--- config.mk ---
export PLATFORM = sky130hd
export DESIGN_NAME = riscv_fetch_queue_flat
export DESIGN_NICKNAME = d
export VERILOG_FILES = /design/src/rtl/riscv_fetch_queue_if.sv /design/src/rtl/riscv_fetch_queue.sv /design/src/flat_wrapper.sv
export SDC_FILE = /design/constraint.sdc
export NUM_CORES = 1
export LEC_CHECK = 0
export CORE_UTILIZATION = 50
export DETAILED_ROUTE_END_ITERATION = 12
export PLACE_DENSITY_LB_ADDON = 0.05
export SETUP_SLACK_MARGIN = 0.15
export SLEW_MARGIN = 20
export SYNTH_ARGS = -nofsm -noshare
export SYNTH_HDL_FRONTEND = slang
export SYNTH_SLANG_ARGS = --single-unit
--- constraint.sdc ---
create_clock -name clk -period 2.8 [get_ports clk]
set_clock_uncertainty 0.2 [all_clocks]
set_input_delay 0.84 -clock clk [delete_from_list [all_inputs] [get_ports clk]]
set_output_delay 0.84 -clock clk [all_outputs]
set_load 0.005 [all_outputs]
--- src/rtl/riscv_fetch_queue_if.sv ---
// Fetch-queue handshake bundle: instruction-memory request/response, core-side
// instruction stream and redirect. master = fetch queue, slave = memory + core.
interface riscv_fetch_queue_if;
    logic        imem_req_valid;
    logic        imem_req_ready;
    logic [31:0] imem_req_addr;
    logic        imem_resp_valid;
    logic [31:0] imem_resp_data;
    logic        inst_valid;
    logic        inst_ready;
    logic [31:0] inst_data;
    logic [31:0] inst_pc;
    logic        redirect_valid;
    logic [31:0] redirect_pc;

    modport master (
        output imem_req_valid, imem_req_addr, inst_valid, inst_data, inst_pc,
        input  imem_req_ready, imem_resp_valid, imem_resp_data, inst_ready,
        input  redirect_valid, redirect_pc
    );

    modport slave (
        input  imem_req_valid, imem_req_addr, inst_valid, inst_data, inst_pc,
        output imem_req_ready, imem_resp_valid, imem_resp_data, inst_ready,
        output redirect_valid, redirect_pc
    );
endinterface

--- src/rtl/riscv_fetch_queue.sv ---
// In-order instruction fetch front end: credit-limited word fetches, a DEPTH-entry
// {pc, inst} FIFO toward the core, and redirect flush with stale-response dropping.
//
//   state | meaning
//   BOOT  | first cycle out of reset, no fetch issued
//   RUN   | fetching and buffering
//   FLUSH | redirect seen with requests in flight; drop them, issue nothing
module riscv_fetch_queue #(
    parameter int          DEPTH    = 4,
    parameter logic [31:0] RESET_PC = 32'h0000_0000
) (
    input logic                 clk,
    input logic                 rst,
    riscv_fetch_queue_if.master bus
);
    localparam int            CW  = $clog2(DEPTH) + 1;
    localparam int            PW  = $clog2(DEPTH);
    localparam logic [CW:0]   CAP = (CW + 1)'(DEPTH);

    typedef enum logic [1:0] {BOOT, RUN, FLUSH} state_t;

    state_t        state;
    logic [31:0]   fetch_pc;
    logic [31:0]   resp_pc;
    logic [CW-1:0] count;
    logic [CW-1:0] outstanding;
    logic [CW-1:0] drop_cnt;
    logic [PW-1:0] rd_ptr;
    logic [PW-1:0] wr_ptr;
    logic [31:0]   fifo_data [DEPTH];
    logic [31:0]   fifo_pc   [DEPTH];

    logic          credit_ok;
    logic          hs;
    logic          resp;
    logic          push;
    logic          pop;
    logic          redir;
    logic [CW-1:0] stale;
    logic [CW-1:0] drop_nxt;

    // FIFO occupancy plus in-flight requests never exceeds DEPTH, so pushes cannot overflow
    assign credit_ok = ({1'b0, count} + {1'b0, outstanding}) < CAP;
    assign redir     = bus.redirect_valid;
    assign resp      = bus.imem_resp_valid;
    assign hs        = bus.imem_req_valid & bus.imem_req_ready;
    assign push      = resp & (drop_cnt == '0) & ~redir;
    assign pop       = bus.inst_valid & bus.inst_ready & ~redir;
    assign stale     = outstanding - CW'(resp);

    always_comb begin
        drop_nxt = drop_cnt;
        if (redir)
            drop_nxt = stale;
        else if (resp && drop_cnt != '0)
            drop_nxt = drop_cnt - 1'b1;
    end

    assign bus.imem_req_valid = (state == RUN) & ~redir & credit_ok;
    assign bus.imem_req_addr  = fetch_pc;
    assign bus.inst_valid     = (count != '0);
    assign bus.inst_data      = fifo_data[rd_ptr];
    assign bus.inst_pc        = fifo_pc[rd_ptr];

    always_ff @(posedge clk or negedge rst) begin
        if (!rst) begin
            state       <= BOOT;
            fetch_pc    <= RESET_PC;
            resp_pc     <= RESET_PC;
            count       <= '0;
            outstanding <= '0;
            drop_cnt    <= '0;
            rd_ptr      <= '0;
            wr_ptr      <= '0;
            for (int i = 0; i < DEPTH; i++) begin
                fifo_data[i] <= '0;
                fifo_pc[i]   <= '0;
            end
        end else begin
            outstanding <= outstanding + CW'(hs) - CW'(resp);
            drop_cnt    <= drop_nxt;
            case (state)
                BOOT:    state <= RUN;
                default: state <= (drop_nxt != '0) ? FLUSH : RUN;
            endcase
            if (hs)
                fetch_pc <= fetch_pc + 32'd4;
            if (redir) begin
                fetch_pc <= bus.redirect_pc;
                resp_pc  <= bus.redirect_pc;
                count    <= '0;
                wr_ptr   <= rd_ptr;
            end else begin
                if (push) begin
                    fifo_data[wr_ptr] <= bus.imem_resp_data;
                    fifo_pc[wr_ptr]   <= resp_pc;
                    wr_ptr            <= wr_ptr + 1'b1;
                    resp_pc           <= resp_pc + 32'd4;
                end
                if (pop)
                    rd_ptr <= rd_ptr + 1'b1;
                count <= count + CW'(push) - CW'(pop);
            end
        end
    end

    a_no_overflow: assert property (@(posedge clk) disable iff (!rst)
        !(push && !pop && count == CW'(DEPTH)));
endmodule

--- src/flat_wrapper.sv ---
// flat-port wrapper written by rule: the top's interface ports become plain ports
module riscv_fetch_queue_flat 
#(
    parameter int          DEPTH    = 4,
    parameter logic [31:0] RESET_PC = 32'h0000_0000
)
  (clk, rst, bus_imem_req_valid, bus_imem_req_addr, bus_inst_valid, bus_inst_data, bus_inst_pc, bus_imem_req_ready, bus_imem_resp_valid, bus_imem_resp_data, bus_inst_ready, bus_redirect_valid, bus_redirect_pc);
  riscv_fetch_queue_if bus_i ();
  input logic clk;
  input logic rst;
  output wire logic [$bits(bus_i.imem_req_valid)-1:0] bus_imem_req_valid;
  output wire logic [$bits(bus_i.imem_req_addr)-1:0] bus_imem_req_addr;
  output wire logic [$bits(bus_i.inst_valid)-1:0] bus_inst_valid;
  output wire logic [$bits(bus_i.inst_data)-1:0] bus_inst_data;
  output wire logic [$bits(bus_i.inst_pc)-1:0] bus_inst_pc;
  input wire logic [$bits(bus_i.imem_req_ready)-1:0] bus_imem_req_ready;
  input wire logic [$bits(bus_i.imem_resp_valid)-1:0] bus_imem_resp_valid;
  input wire logic [$bits(bus_i.imem_resp_data)-1:0] bus_imem_resp_data;
  input wire logic [$bits(bus_i.inst_ready)-1:0] bus_inst_ready;
  input wire logic [$bits(bus_i.redirect_valid)-1:0] bus_redirect_valid;
  input wire logic [$bits(bus_i.redirect_pc)-1:0] bus_redirect_pc;
  assign bus_imem_req_valid = bus_i.imem_req_valid;
  assign bus_imem_req_addr = bus_i.imem_req_addr;
  assign bus_inst_valid = bus_i.inst_valid;
  assign bus_inst_data = bus_i.inst_data;
  assign bus_inst_pc = bus_i.inst_pc;
  assign bus_i.imem_req_ready = bus_imem_req_ready;
  assign bus_i.imem_resp_valid = bus_imem_resp_valid;
  assign bus_i.imem_resp_data = bus_imem_resp_data;
  assign bus_i.inst_ready = bus_inst_ready;
  assign bus_i.redirect_valid = bus_redirect_valid;
  assign bus_i.redirect_pc = bus_redirect_pc;
  riscv_fetch_queue #(.DEPTH(DEPTH), .RESET_PC(RESET_PC)) u_core (.clk(clk), .rst(rst), .bus(bus_i));
endmodule
==> results of run 1 <==
-- synthesized netlist by cell type (4+ instances only) --
cell type / n
ha_1: 16
buf_1: 4
and4_1: 4
clkbuf_1: 29
dfrtp_1: 335
mux4_2: 64
mux2i_1: 5
nand3b_1: 5
nand3_1: 35
o21ai_1: 5
o21ai_0: 58
o311ai_0: 4
or3_1: 5
mux2_2: 244
xor2_1: 19
nand4_1: 19
o211ai_1: 7
nor2_1: 22
inv_1: 30
a21oi_1: 7
and3_1: 11
xnor2_1: 25
a31oi_1: 8
buf_2: 33
nand2_1: 85
nor3_1: 11
-- metrics by stage --
| step | cell area, sq um | setup TNS [ns] | hold WS, ns | util (%) |
|---|---|---|---|---|
| 6_report | 19740 | -15.31 | 0.05865 | 65.74 |
| 5_1_grt | 19740 | -25.02 | 0.08510 | 65.74 |
| 4_1_cts | 19460 | -18.94 | 0.06682 | 64.81 |
| 3_5_place_dp | 18100 | -22.06 | 0.2690 | 60.28 |
| 3_3_place_gp | 18100 | -14.48 | 0.2572 | 60.28 |
| 2_1_floorplan | 15490 | 0 | 0.2446 | - |
-- sequential cells by signal, summed over array words and instances (netlist names) --
name                      cells
u_core.fifo_data            128
u_core.wr_ptr                 2
u_core.state                  2
u_core.count                  3
u_core.outstanding            3
u_core.bus.imem_req_addr     32
u_core.rd_ptr                 2
u_core.fifo_pc              128
u_core.resp_pc               32
u_core.drop_cnt               3
-- repair_timing --
item | CTS | global route
endpoints found under the setup margin | 66 | 99
pin swaps | 12 | 19
buffers inserted | 20 | 7
gates resized for setup | 323 | 40
gates cloned | 4 | 3
-- cell families after synthesis --
family / count (synthesis) / synth area share [%]
buffers and inverters: 100 / 2.845
AND/OR/NAND/NOR: 224 / 7.626
flip-flops: 335 / 54.30
adder cells (fa/ha/maj): 18 / 1.556
AO/OA/AOI/OAI: 99 / 3.720
XOR/XNOR: 44 / 2.496
multiplexers: 313 / 27.46
-- worst paths after layout --
kind | endpoint | cells after the start
min in group clk | u_core.fifo_pc[120] | 2
worst min register to register | u_core.fifo_pc[120] | 2
max in group asynchronous | u_core.fifo_pc[63] | 2
worst max-delay path | bus_inst_pc[15] | 5
worst min-delay path | u_core.fifo_data[119] | 1
worst max register to register | u_core.outstanding[2] | 17
-- layout make-up --
type	count	area, sq um
Fill cell	2270	10290
Tap cell	390	488.0
Multi-Input combinational cell	698	6797
Inverter	30	115.1
Clock inverter	10	175.2
Sequential cell	335	8393
Timing Repair Buffer	267	2724
Clock buffer	52	1052
-- metal layers --
| metal | up-vias | wire, um |
|---|---|---|
| met4 | 0 | 779 |
| met5 | - | 0 |
| met3 | 64 | 1600 |
| met1 | 5194 | 16520 |
| li1 | 4604 | - |
| met2 | 291 | 17230 |
-- report_power, final --
| part | internal [uW] | total (uW) | switching (uW) |
|---|---|---|---|
| Clock | 3060 | 4960 | 1900 |
| Combinational | 3670 | 5850 | 2180 |
| Sequential | 6370 | 7260 | 892 |
| Total | 13100 | 18100 | 4980 |
==> impl_metrics.tcl, run 1 <==
set metrics [dict create \
    outcome "finished, violations left" \
    fin_crit_ns 3.062 \
    syn-cell-area_sq_um 15440 \
    violations "setup timing" \
    clk_pin_slew_ns 0.06 \
    async_flop_share_pct 100.0 \
    met1_usage_pct 34.26 \
    synth-seq-cells 335 \
    placement_rows 63 \
    syn_nets 1221 \
    dominantRegCellSynth "dfrtp_1" \
    syn_inst 1133 \
    num-nets-final 1457 \
    path_buf_inv 4 \
    layoutNonFillerInstCount 1782 \
    crit_start "u_core.rd_ptr[0]" \
    dp_hpwl_um 23400 \
    synth_top_area_share_pct 54.30 \
    critPathArrivalTime_ns 2.02 \
    cp-end-kind "output port" \
    max_freq_mhz 326.6 \
    clk_latency_ns 0.52 \
    tightest_slew_ns 0.6892 \
    synth_edf_count 0 \
    avgSynthCellArea_sq_um 13.63 \
    final_common_cell "dfrtp_1" \
    detail-route-antenna-nets 0 \
    cpPeakStageDelay_ns 0.51 \
    path_delay_family "buffers and inverters" \
    clkSinkCount 335 \
    coreArea_sq_um 30030 \
    drv_slew 0 \
    initial_core_util_pct 51.41 \
    drtIter0Drc 611 \
    finalHoldViolCount 0 \
    setup_ws_ns -0.2619 \
    slew_headroom_pct 53.71 \
    path_cells "buf_6, buf_6, buf_12, mux4_2, buf_2" \
    grt_pass1_vias 10680 \
    synth_cell_types 54 \
    n_antenna_cell 0 \
    syn_to_final_growth_pct 27.89 \
    final_layout_size_suffix_gt1_share_pct 41.45 \
    use_met3_pct 3.085 \
    gp_congestion 0.8617 \
    synth_top_area_cell "dfrtp_1" \
    crit_fanout 8 \
    rsz0062_at_grt "true" \
    grt_use_met2_pct 38.18 \
    place_inst 1686 \
    seq_area_frac_synth_pct 54.30 \
    hp-class "input pin to asynchronous set/reset pin" \
    grt_pass1_wl_um 58380 \
    cp_common_cell "buf_6" \
    die_h_um 177.7 \
    start_kind "flop" \
    drv_cap 0 \
    cts_tree "done" \
    track_usage_pct 23.76 \
    worstSetupPathType "flop to output port" \
    wl_um 36130 \
    dr.pass1.iters 5 \
    dp_slack_ns -0.2671 \
    fp.dieW_um 177.7 \
    synthTopCellsByArea "dfrtp_1, mux2_2, mux4_2" \
    avgViaCountPerCell 5.698 \
    port_buffers 167 \
    grt_overflow 0 \
    setup_viol_count_final 95 \
    drc 0 \
    via_count 10150 \
    rrSetupSlack_ns -0.26 \
    clockBufferDepth 3 \
    htreeDepth 2 \
    cp_data_required_time_ns 1.76 \
    irDropWorstVdd_uv 475.3 \
    ctsHoldBuffers 0 \
    grt_max_degree 53 \
    p_per_area_nw_per_um2 915.6 \
    grt_busiest_layer "met2" \
    num_io_pins 168 \
    antenna_found_initial 0 \
    period_share_pct 109.4 \
    dieArea_sq_um 31580 \
    yosys_warnings 0 \
    root_buffer "clkbuf_16" \
    rr_startpoint "u_core.count[2]" \
    final_cell_mix "dfrtp_1, mux2_2, clkdlybuf4s50_1, nand2_1, mux4_2" \
    cp_slowest_cell "dfrtp_4" \
    cts_buffers 37 \
    p_leak_uw 0.009312 \
    wl_per_cell_um 20.27 \
    power_uw 18080 \
]
Power figures use the tool's default switching activity.
==> inputs of run 2 (changes only) <==
--- a/config.mk
+++ b/config.mk
@@ -6,10 +6,11 @@
 export NUM_CORES = 1
 export LEC_CHECK = 0
 export CORE_UTILIZATION = 50
+export CTS_CLUSTER_SIZE = 20
 export DETAILED_ROUTE_END_ITERATION = 12
 export PLACE_DENSITY_LB_ADDON = 0.05
-export SETUP_SLACK_MARGIN = 0.15
-export SLEW_MARGIN = 20
+export SETUP_SLACK_MARGIN = 0.02
+export SLEW_MARGIN = 40
 export SYNTH_ARGS = -nofsm -noshare
 export SYNTH_HDL_FRONTEND = slang
 export SYNTH_SLANG_ARGS = --single-unit
==> run 2 against run 1 <==
The flow still finishes with violations (setup timing). Critical path type unchanged. Setup slack worse by 0.018 ns. Largest power group unchanged. Non-clock buffer count is 7 lower. Combinational power up 2%. Sequential power is essentially flat.
==> impl_metrics.tcl, run 2 (synthesized netlist as in run 1, its figures left out) <==
set metrics [dict create \
    start_kind "flop" \
    wl_um 35280 \
    violations "setup timing" \
    drc 0 \
    period_share_pct 110.0 \
    fin_tns_setup_ns -11.71 \
    via_count 10010 \
    postPlaceCellArea_sq_um 18120 \
    grt_max_degree 85 \
    hp-class "flop to flop" \
    dr.pass1.iters 4 \
    finalHoldViolCount 0 \
    detail-route-antenna-nets 0 \
    coreArea_sq_um 30030 \
    multiInputGateArea_sq_um 6684 \
    drv_slew 0 \
    port_buffers 167 \
    cp_data_required_time_ns 1.76 \
    setup_ws_ns -0.2798 \
    finalInstanceArea_sq_um 19760 \
    num_io_pins 168 \
    worstSetupPathType "flop to output port" \
    cts_buffers 38 \
    dp_slack_ns -0.2720 \
    cp-end-kind "output port" \
    drtIter0Drc 547 \
    cts_tree "done" \
    clkSinkCount 335 \
    final_layout_size_suffix_gt1_share_pct 39.70 \
    placement_rows 63 \
    critPathArrivalTime_ns 2.04 \
    nFillCells 2187 \
    p_per_area_nw_per_um2 939.9 \
    track_usage_pct 23.31 \
    final_common_cell "dfrtp_1" \
    drv_cap 0 \
    dieArea_sq_um 31580 \
    max_freq_mhz 324.7 \
    htreeDepth 2 \
    fin_crit_ns 3.080 \
    rsz0062_at_grt "true" \
    wl_per_cell_um 19.79 \
    grt_overflow 0 \
    setup_viol_count_final 64 \
    root_buffer "clkbuf_16" \
    clk_latency_ns 0.52 \
    antenna_found_initial 0 \
    crit_fanout 6 \
    gp_congestion 0.8419 \
    outcome "finished, violations left" \
    place_inst 1683 \
    dp_hpwl_um 23310 \
    tightest_slew_ns 0.5742 \
    final_cell_mix "dfrtp_1, mux2_2, clkdlybuf4s50_1, nand2_1, mux4_2" \
    die_h_um 177.7 \
    reg_top3 "u_core.fifo_data x128, u_core.fifo_pc x128" \
    fp.dieW_um 177.7 \
    grt_pass1_wl_um 57280 \
    avgViaCountPerCell 5.615 \
    clockBufferDepth 3 \
    register_area_sq_um 8391 \
    syn_to_final_growth_pct 27.97 \
    initial_core_util_pct 51.41 \
    n_antenna_cell 0 \
    grt_pass1_vias 10560 \
    layoutNonFillerInstCount 1783 \
    irDropWorstVdd_uv 467.8 \
    clk_pin_slew_ns 0.06 \
    num-nets-final 1451 \
    slew_headroom_pct 61.43 \
    p_leak_uw 0.009328 \
]
-- run 2: changes by cell type in the layout (fill, tap and decap cells not counted), sizes merged --
cell,delta
buf,-9
bufinv,+1
clkbuf,+1
clkinv,+5
clkinvlp,+1
dlygate4sd2,+1
dlygate4sd3,+1
-- run 2: critical path, cell delays in order (launching register included) --
cell and delay [ns]:
dfrtp_4 0.52, buf_12 0.17, buf_16 0.14, buf_12 0.12
mux4_2 0.43, buf_2 0.14
-- run 2: power by group --
group / total [uW] / switching (uW) / leakage, uW / internal [uW]
clock network: 5360 / 1960 / 0.000686 / 3400
logic: 5960 / 2200 / 0.00423 / 3760
registers: 7250 / 883 / 0.00441 / 6360
total: 18600 / 5040 / 0.00933 / 13500
-- run 2: layout make-up --
cell class,instances,area share (%)
clock buffer,53,5.776
clock inverter,17,1.203
inverter,30,0.5700
multi-input combinational,698,33.83
sequential,335,42.47
tap,390,2.470
timing repair buffer,260,13.68
-- run 2: final timing paths --
| check | from | end | slack (ns) | cells after the start |
|---|---|---|---|---|
| worst max-delay path | u_core.rd_ptr[0] | bus_inst_data[5] | -0.28 | 5 |
| max in group asynchronous | rst | u_core.rd_ptr[0] | 1.11 | 3 |
| worst min register to register | u_core.fifo_pc[37] | u_core.fifo_pc[37] | 0.28 | 2 |
| min in group asynchronous | rst | u_core.fifo_data[52] | 0.57 | 2 |
| worst min-delay path | u_core.fifo_pc[37] | u_core.fifo_pc[37] | 0.28 | 2 |
| worst max register to register | u_core.count[1] | u_core.count[2] | 0.32 | 10 |
-- run 2: through the flow --
stage | total power [uW] | utilization, % | hold slack [ns]
5_1_grt | 19590 | 65.78 | 0.2992
6_report | 18570 | 65.78 | 0.2767
4_1_cts | 18670 | 65.55 | 0.2802
3_3_place_gp | 12770 | 60.35 | 0.2575
2_1_floorplan | 10350 | - | 0.2446
3_5_place_dp | 12940 | 60.35 | 0.2660
-- run 2: per-layer routing --
layer,part of all wire (%),wire length [um],GRT usage (%),up-vias
li1,-,-,-,4597
met1,46,16400,33.50,5114
met2,48,16850,37.74,264
met3,4.4,1565,3.235,37
met4,1.3,465,5.128,0
met5,0,0,0,-
-- run 2: what timing repair did --
| action | CTS | global route |
|---|---|---|
| setup endpoints to repair | 66 | 66 |
| pin swaps | 3 | 3 |
| hold buffers | 1 | 0 |
| gates cloned | 5 | 1 |
| hold endpoints to repair | 16 | 0 |
| gates resized for setup | 288 | 17 |
| setup buffers | 22 | 5 |
